==> src/rtl/gcd_pkg.sv <==
// gcd_pkg: shared types and constants for the subtract-based GCD controller.
// Holds the controller state encoding, the datapath width, the default
// watchdog limit with its counter-width derivation, and the mux-select codes.
package gcd_pkg;

    localparam int unsigned GCD_W = 8;

    // Counter width needed to represent 0..max_iter inclusive.
    function automatic int unsigned calc_cw(input int unsigned max_iter);
        return $clog2(max_iter + 1);
    endfunction

    // 254 steps is the worst case for nonzero 8-bit operands (255,1).
    localparam int unsigned DEF_MAX_ITER = 255;
    localparam int unsigned DEF_CW       = calc_cw(DEF_MAX_ITER);

    localparam logic SEL_IN  = 1'b0;
    localparam logic SEL_SUB = 1'b1;

    typedef enum logic [2:0] {
        IDLE = 3'd0,
        LOAD = 3'd1,
        CALC = 3'd2,
        DONE = 3'd3,
        ERR  = 3'd4
    } state_t;

endpackage

==> src/rtl/gcd_if.sv <==
// gcd_if: control bundle between the GCD controller and its datapath/host.
//   start                      request from the host
//   a_gt_b, a_lt_b, a_eq_b     datapath comparator flags
//   a_ld, b_ld, a_sel, b_sel   datapath load strobes and mux selects
//   output_en                  load datapath out register with B
//   busy, done, err            host handshake
//   iter_count                 last operation's step count (GCD_ITER_COUNT_EN only)
// Modport slave is the controller side, master is the datapath/host side.
interface gcd_if
`ifdef GCD_ITER_COUNT_EN
    #(parameter int unsigned CW = gcd_pkg::DEF_CW)
`endif
    ();

    logic start;
    logic a_gt_b;
    logic a_lt_b;
    logic a_eq_b;
    logic a_ld;
    logic b_ld;
    logic a_sel;
    logic b_sel;
    logic output_en;
    logic busy;
    logic done;
    logic err;
`ifdef GCD_ITER_COUNT_EN
    logic [CW-1:0] iter_count;
`endif

    modport slave (
        input  start, a_gt_b, a_lt_b, a_eq_b,
        output a_ld, b_ld, a_sel, b_sel, output_en, busy, done, err
`ifdef GCD_ITER_COUNT_EN
        , output iter_count
`endif
    );

    modport master (
        output start, a_gt_b, a_lt_b, a_eq_b,
        input  a_ld, b_ld, a_sel, b_sel, output_en, busy, done, err
`ifdef GCD_ITER_COUNT_EN
        , input iter_count
`endif
    );

endinterface

==> src/rtl/gcd_iter_counter.sv <==
// gcd_iter_counter: subtraction-step counter for the GCD watchdog.
//   clk, rst   clock, synchronous active-high reset
//   clr        restart count at 0
//   inc        count one step; ignored once at the limit
//   count      current step count
//   at_max_c   count has reached MAX_ITER (combinational)
module gcd_iter_counter
    import gcd_pkg::*;
#(
    parameter int unsigned MAX_ITER = DEF_MAX_ITER,
    parameter int unsigned CW       = calc_cw(MAX_ITER)
) (
    input  logic          clk,
    input  logic          rst,
    input  logic          clr,
    input  logic          inc,
    output logic [CW-1:0] count,
    output logic          at_max_c
);

    assign at_max_c = (count == CW'(MAX_ITER));

    // Saturating up-counter; never wraps past MAX_ITER.
    always_ff @(posedge clk) begin
        if (rst || clr) begin
            count <= '0;
        end else if (inc && !at_max_c) begin
            count <= count + CW'(1);
        end
    end

endmodule

==> src/rtl/gcd_controller.sv <==
// gcd_controller: control FSM for the 8-bit subtract-based GCD datapath.
//   clk, rst   clock, synchronous active-high reset
//   bus        gcd_if.slave: start and comparator flags in; load/select
//              strobes, output_en, busy/done/err out
// Strobes are combinational from state and flags; busy/done/err decode state.
// A watchdog limits CALC to MAX_ITER subtractions and also rejects malformed
// flag combinations, ending in a done+err pulse.
// Optional: define GCD_ITER_COUNT_EN to add bus.iter_count, the step count of
// the last completed or errored operation.
module gcd_controller
    import gcd_pkg::*;
#(
    parameter int unsigned MAX_ITER = DEF_MAX_ITER
) (
    input  logic  clk,
    input  logic  rst,
    gcd_if.slave  bus
);

    localparam int unsigned CW = calc_cw(MAX_ITER);

    state_t          state_q;
    state_t          state_d;
    logic            a_ld_c;
    logic            b_ld_c;
    logic            a_sel_c;
    logic            b_sel_c;
    logic            output_en_c;
    logic            cnt_clr_c;
    logic            cnt_inc_c;
    logic            cnt_at_max_c;
    logic [CW-1:0]   cnt;

    gcd_iter_counter #(
        .MAX_ITER (MAX_ITER),
        .CW       (CW)
    ) u_iter_counter (
        .clk      (clk),
        .rst      (rst),
        .clr      (cnt_clr_c),
        .inc      (cnt_inc_c),
        .count    (cnt),
        .at_max_c (cnt_at_max_c)
    );

    // State register.
    always_ff @(posedge clk) begin
        if (rst) begin
            state_q <= IDLE;
        end else begin
            state_q <= state_d;
        end
    end

    // Next state and datapath strobes.
    always_comb begin
        state_d     = state_q;
        a_ld_c      = 1'b0;
        b_ld_c      = 1'b0;
        a_sel_c     = SEL_IN;
        b_sel_c     = SEL_IN;
        output_en_c = 1'b0;
        cnt_clr_c   = 1'b0;
        cnt_inc_c   = 1'b0;

        case (state_q)
            IDLE: begin
                if (bus.start) begin
                    state_d   = LOAD;
                    cnt_clr_c = 1'b1;
                end
            end
            LOAD: begin
                a_ld_c  = 1'b1;
                b_ld_c  = 1'b1;
                state_d = CALC;
            end
            CALC: begin
                // Exactly one flag must be set; anything else is a datapath fault.
                case ({bus.a_gt_b, bus.a_lt_b, bus.a_eq_b})
                    3'b001: begin
                        output_en_c = 1'b1;
                        state_d     = DONE;
                    end
                    3'b100: begin
                        if (cnt_at_max_c) begin
                            state_d = ERR;
                        end else begin
                            a_ld_c    = 1'b1;
                            a_sel_c   = SEL_SUB;
                            cnt_inc_c = 1'b1;
                        end
                    end
                    3'b010: begin
                        if (cnt_at_max_c) begin
                            state_d = ERR;
                        end else begin
                            b_ld_c    = 1'b1;
                            b_sel_c   = SEL_SUB;
                            cnt_inc_c = 1'b1;
                        end
                    end
                    default: state_d = ERR;
                endcase
            end
            DONE:    state_d = IDLE;
            ERR:     state_d = IDLE;
            default: state_d = IDLE;
        endcase
    end

`ifdef GCD_ITER_COUNT_EN
    logic [CW-1:0] iter_q;

    // Snapshot the step count on entry to DONE/ERR; held until the next one.
    always_ff @(posedge clk) begin
        if (rst) begin
            iter_q <= '0;
        end else if (state_q == CALC && (state_d == DONE || state_d == ERR)) begin
            iter_q <= cnt;
        end
    end

    assign bus.iter_count = iter_q;
`endif

    assign bus.a_ld      = a_ld_c;
    assign bus.b_ld      = b_ld_c;
    assign bus.a_sel     = a_sel_c;
    assign bus.b_sel     = b_sel_c;
    assign bus.output_en = output_en_c;
    assign bus.busy      = (state_q != IDLE);
    assign bus.done      = (state_q == DONE) || (state_q == ERR);
    assign bus.err       = (state_q == ERR);

endmodule

==> src/flat_wrapper.sv <==
// flat-port wrapper written by rule: the top's interface ports become plain ports
module gcd_controller_flat import gcd_pkg::*;
#(
    parameter int unsigned MAX_ITER = DEF_MAX_ITER
)
  (clk, rst, bus_start, bus_a_gt_b, bus_a_lt_b, bus_a_eq_b, bus_a_ld, bus_b_ld, bus_a_sel, bus_b_sel, bus_output_en, bus_busy, bus_done, bus_err);
  gcd_if bus_i ();
  input  logic clk;
  input  logic rst;
  input wire logic [$bits(bus_i.start)-1:0] bus_start;
  input wire logic [$bits(bus_i.a_gt_b)-1:0] bus_a_gt_b;
  input wire logic [$bits(bus_i.a_lt_b)-1:0] bus_a_lt_b;
  input wire logic [$bits(bus_i.a_eq_b)-1:0] bus_a_eq_b;
  output wire logic [$bits(bus_i.a_ld)-1:0] bus_a_ld;
  output wire logic [$bits(bus_i.b_ld)-1:0] bus_b_ld;
  output wire logic [$bits(bus_i.a_sel)-1:0] bus_a_sel;
  output wire logic [$bits(bus_i.b_sel)-1:0] bus_b_sel;
  output wire logic [$bits(bus_i.output_en)-1:0] bus_output_en;
  output wire logic [$bits(bus_i.busy)-1:0] bus_busy;
  output wire logic [$bits(bus_i.done)-1:0] bus_done;
  output wire logic [$bits(bus_i.err)-1:0] bus_err;
  assign bus_i.start = bus_start;
  assign bus_i.a_gt_b = bus_a_gt_b;
  assign bus_i.a_lt_b = bus_a_lt_b;
  assign bus_i.a_eq_b = bus_a_eq_b;
  assign bus_a_ld = bus_i.a_ld;
  assign bus_b_ld = bus_i.b_ld;
  assign bus_a_sel = bus_i.a_sel;
  assign bus_b_sel = bus_i.b_sel;
  assign bus_output_en = bus_i.output_en;
  assign bus_busy = bus_i.busy;
  assign bus_done = bus_i.done;
  assign bus_err = bus_i.err;
  gcd_controller #(.MAX_ITER(MAX_ITER)) u_core (.clk(clk), .rst(rst), .bus(bus_i));
endmodule
==> config.mk <==
export PLATFORM = sky130hd
export DESIGN_NAME = gcd_controller_flat
export DESIGN_NICKNAME = d
export VERILOG_FILES = /design/src/rtl/gcd_pkg.sv /design/src/rtl/gcd_if.sv /design/src/rtl/gcd_iter_counter.sv /design/src/rtl/gcd_controller.sv /design/src/flat_wrapper.sv
export SDC_FILE = /design/constraint.sdc
export NUM_CORES = 1
export LEC_CHECK = 0
export CAP_MARGIN = 5
export CELL_PAD_IN_SITES_DETAIL_PLACEMENT = 1
export CELL_PAD_IN_SITES_GLOBAL_PLACEMENT = 1
export CORE_UTILIZATION = 38
export CTS_CLUSTER_SIZE = 12
export DETAILED_ROUTE_END_ITERATION = 8
export PLACE_DENSITY = 0.89
export SETUP_SLACK_MARGIN = 0.3
export SYNTH_ARGS = -nofsm -noshare
export SYNTH_HDL_FRONTEND = slang
export SYNTH_SLANG_ARGS = --single-unit
==> constraint.sdc <==
create_clock -name clk -period 4.75 [get_ports clk]
set_clock_uncertainty 0.1 [all_clocks]
set_input_delay 0.95 -clock clk [delete_from_list [all_inputs] [get_ports clk]]
set_output_delay 0.95 -clock clk [all_outputs]
set_load 0.03 [all_outputs]
==> parameters.txt <==
Parameter                              Value

Finish
  Layout cell share with drive strength beyond 1 ... 10.0%
  Diodes inserted ... 0
  Final cell count without fillers ... 106
  Final core area utilization ... 51.8%
  Leading cell type in the layout, fill and taps excluded ... clkdlybuf4s50_1
  Synthesis-to-finish area growth ... 23.8%
  # fillers ... 195
  Commonest non-fill, non-tap cells in the layout ... clkdlybuf4s50_1 (13), dfxtp_1 (11), nor2_1 (7), o21ai_0 (5), a21oi_1 (5)
  Final net count ... 98

Synth
  Ys Warns ... 0
  Net count of the mapped netlist ... 83
  Synth Area per Inst ... 8.59 um^2
  Register bit total from synthesis ... 11
  Post-synthesis instance area ... 653 um^2
  Instance count of the mapped netlist ... 76
  Cell variety after synth ... 33
  Sequential element share of the synthesized area ... 33.7%
  Primary flip-flop cell chosen by synthesis mapping ... dfxtp_1
  Async set-or-reset flop fraction in the synthesized netlist ... 0%
  Count of flip-flops with a built-in enable after synthesis ... 0

Clock network
  Total clock buffers created by CTS ... 3
  Max Root-Sink Buffers ... 2
  Clock insertion delay at the later pin of the skew report ... 0.27 ns
  Number of hold buffers added after cts ... 0
  H-tree depth ... 1
  Resized Gates After CTS ... 0
  Clock root buffer ... clkbuf_4
  Number of buffers inserted to repair setup after CTS ... 0
  Clock transition at path regs ... 0.08 ns
  CTS tree ... built
  Sinks on the clock net ... 11

Worst setup path
  WS Path Type ... primary input to output pin
  Crit Path Max Fanout ... 4
  Slack of the worst reg-to-reg path ... 2.78 ns
  Endpoint required time on the critical path ... 3.70 ns
  Element type at the critical path end ... output pin
  Worst path arrival time ... 2.77 ns
  Startpoint Class ... primary input

Flow run
  Max-cap violations ... 0

STA
  Achievable Freq ... 0.262 GHz
  Setup repair after global routing missed its margin ... no
  Worst slew margin ... 64.6%
  Final Hold Viols ... 0
  Fin. max-slew vios ... 0
  Final setup violation count ... 0
  Total negative slack for setup checks ... 0 ns
  Pin slew with the least headroom to its limit ... 0.529 ns
  Post-route fraction of the period consumed by the critical path ... 80.5%
  Min Clock Period, post-route ... 3.82 ns

Pwr
  Worst-case vdd ir drop ... 0.150 mV
  Standby leakage power ... 0.270 nW
  Power per unit of standard cell area ... 241 mW/mm^2

Die
  Initial Utilization ... 41.9%
  Overall die area ... 0.00189 mm^2
  Std-Cell Rows ... 14
  Die outline height ... 43.5 um
  Floorplan core area ... 0.00156 mm^2
  Top-Level Pins ... 14
  Die X-Extent ... 43.5 um

Route
  DRT antenna net count ... 0
  Total vias in the final route ... 637
  Count of TritonRoute iterations in the first routing pass ... 6
  Via-per-instance ratio ... 6.01
  Average wire per standard cell ... 15.6 um
  Remaining DRCs ... 4
  DRC marker count from the first detailed-route iteration ... 8
  Final wirelength ... 1650 um

Placed design
  Gp weighted congestion ... 0.782
  HPWL reported at the end of detailed placement ... 1280 um
  Number of buffers added on ports ... 13
  # placed instances ... 102

Outcome
  Violated checks ... design-rule violations
  Outcome ... complete, but fails checks

Global route
  Overflow after GRT ... 0
  All-layer global routing usage ... 21.2%
  Largest net degree at the start of global routing ... 14
  Antenna violations before repair ... 0
  Number of global-route vias before repair ... 665
  Wire length of the first global-routing pass ... 2960 um

Worst hold path
  Worst hold path type ... register to register
-- synth_stat cells (all sizes together) (2+ instances only) --
cell    number  share of area (%)
xor2         2                2.7
or2          2                1.9
nand4        2                1.9
o31ai        2                2.3
nor3b        2                2.3
nor4b        3                6.3
o211ai       2                3.1
nor2         7                4.0
nand2b       3                2.9
mux2i        2                3.1
o21ai        6                5.2
nand3        4                3.1
dfxtp       11                 34
a21oi        5                3.8
or3          4                4.0
or4          3                3.4
nand2        4                2.3
buf          2                2.5
and3         2                1.9
-- routing by layer --
layer	share of wire (%)	GRT usage, %	up-vias
li1	-	-	311
met1	46	24.9	307
met2	49	34.2	15
met3	2.6	4.17	4
met4	2.2	15.6	0
met5	0	0	-
-- worst paths after layout --
check                            startpoint                        endpoint  cells after the start
max reg2reg               u_core.state_q[1]  u_core.u_iter_counter.count[6]                      4
max                              bus_a_eq_b                   bus_output_en                      4
min reg2reg  u_core.u_iter_counter.count[7]  u_core.u_iter_counter.count[7]                      2
min          u_core.u_iter_counter.count[7]  u_core.u_iter_counter.count[7]                      2
-- per-stage QoR --
stage                     hold slack, ns  power (mW)  cell area, um^2  setup WS (ns)
after floorplan                    0.352       0.117              653           1.64
after global placement             0.362       0.131              782          0.942
after detailed placement           0.383       0.132              782          0.918
after CTS                          0.391       0.196              808          0.909
after global routing               0.422       0.203              808          0.849
final                              0.392       0.195              808          0.926
-- sequential cells by signal, indices dropped and copies added (netlist names) --
signal / count
u_core.u_iter_counter.count: 8
u_core.state_q: 3
-- logic make-up after synthesis --
family	synth area share, %
AO/OA/AOI/OAI	18.0
XOR/XNOR	2.68
adder cells (fa/ha/maj)	1.92
buffers and inverters	3.83
flip-flops	33.7
multiplexers	3.07
AND/OR/NAND/NOR	36.8
-- layout make-up --
cell class / count / area [um^2] / share of cell area, %
well taps: 16 / 20.0 / 2.48
flip-flops and latches: 11 / 220 / 27.2
clock buffers: 4 / 26.3 / 3.25
inverters: 1 / 3.75 / 0.464
multi-input cells: 61 / 408 / 50.5
repair buffers: 13 / 130 / 16.1
-- worst max-delay path: stages --
cell             delay (ns)
clkdlybuf4s50_1        0.52
nor3b_1                0.40
and3_1                 0.23
clkdlybuf4s50_1        0.67
-- report_power, final --
group | internal, mW | switching (mW) | total, mW
logic | 0.0152 | 0.0179 | 0.0332
clock network | 0.0324 | 0.0327 | 0.0652
registers | 0.0934 | 0.00312 | 0.0965
total | 0.141 | 0.0538 | 0.195
No activity file was read; power rests on OpenSTA's default activity.
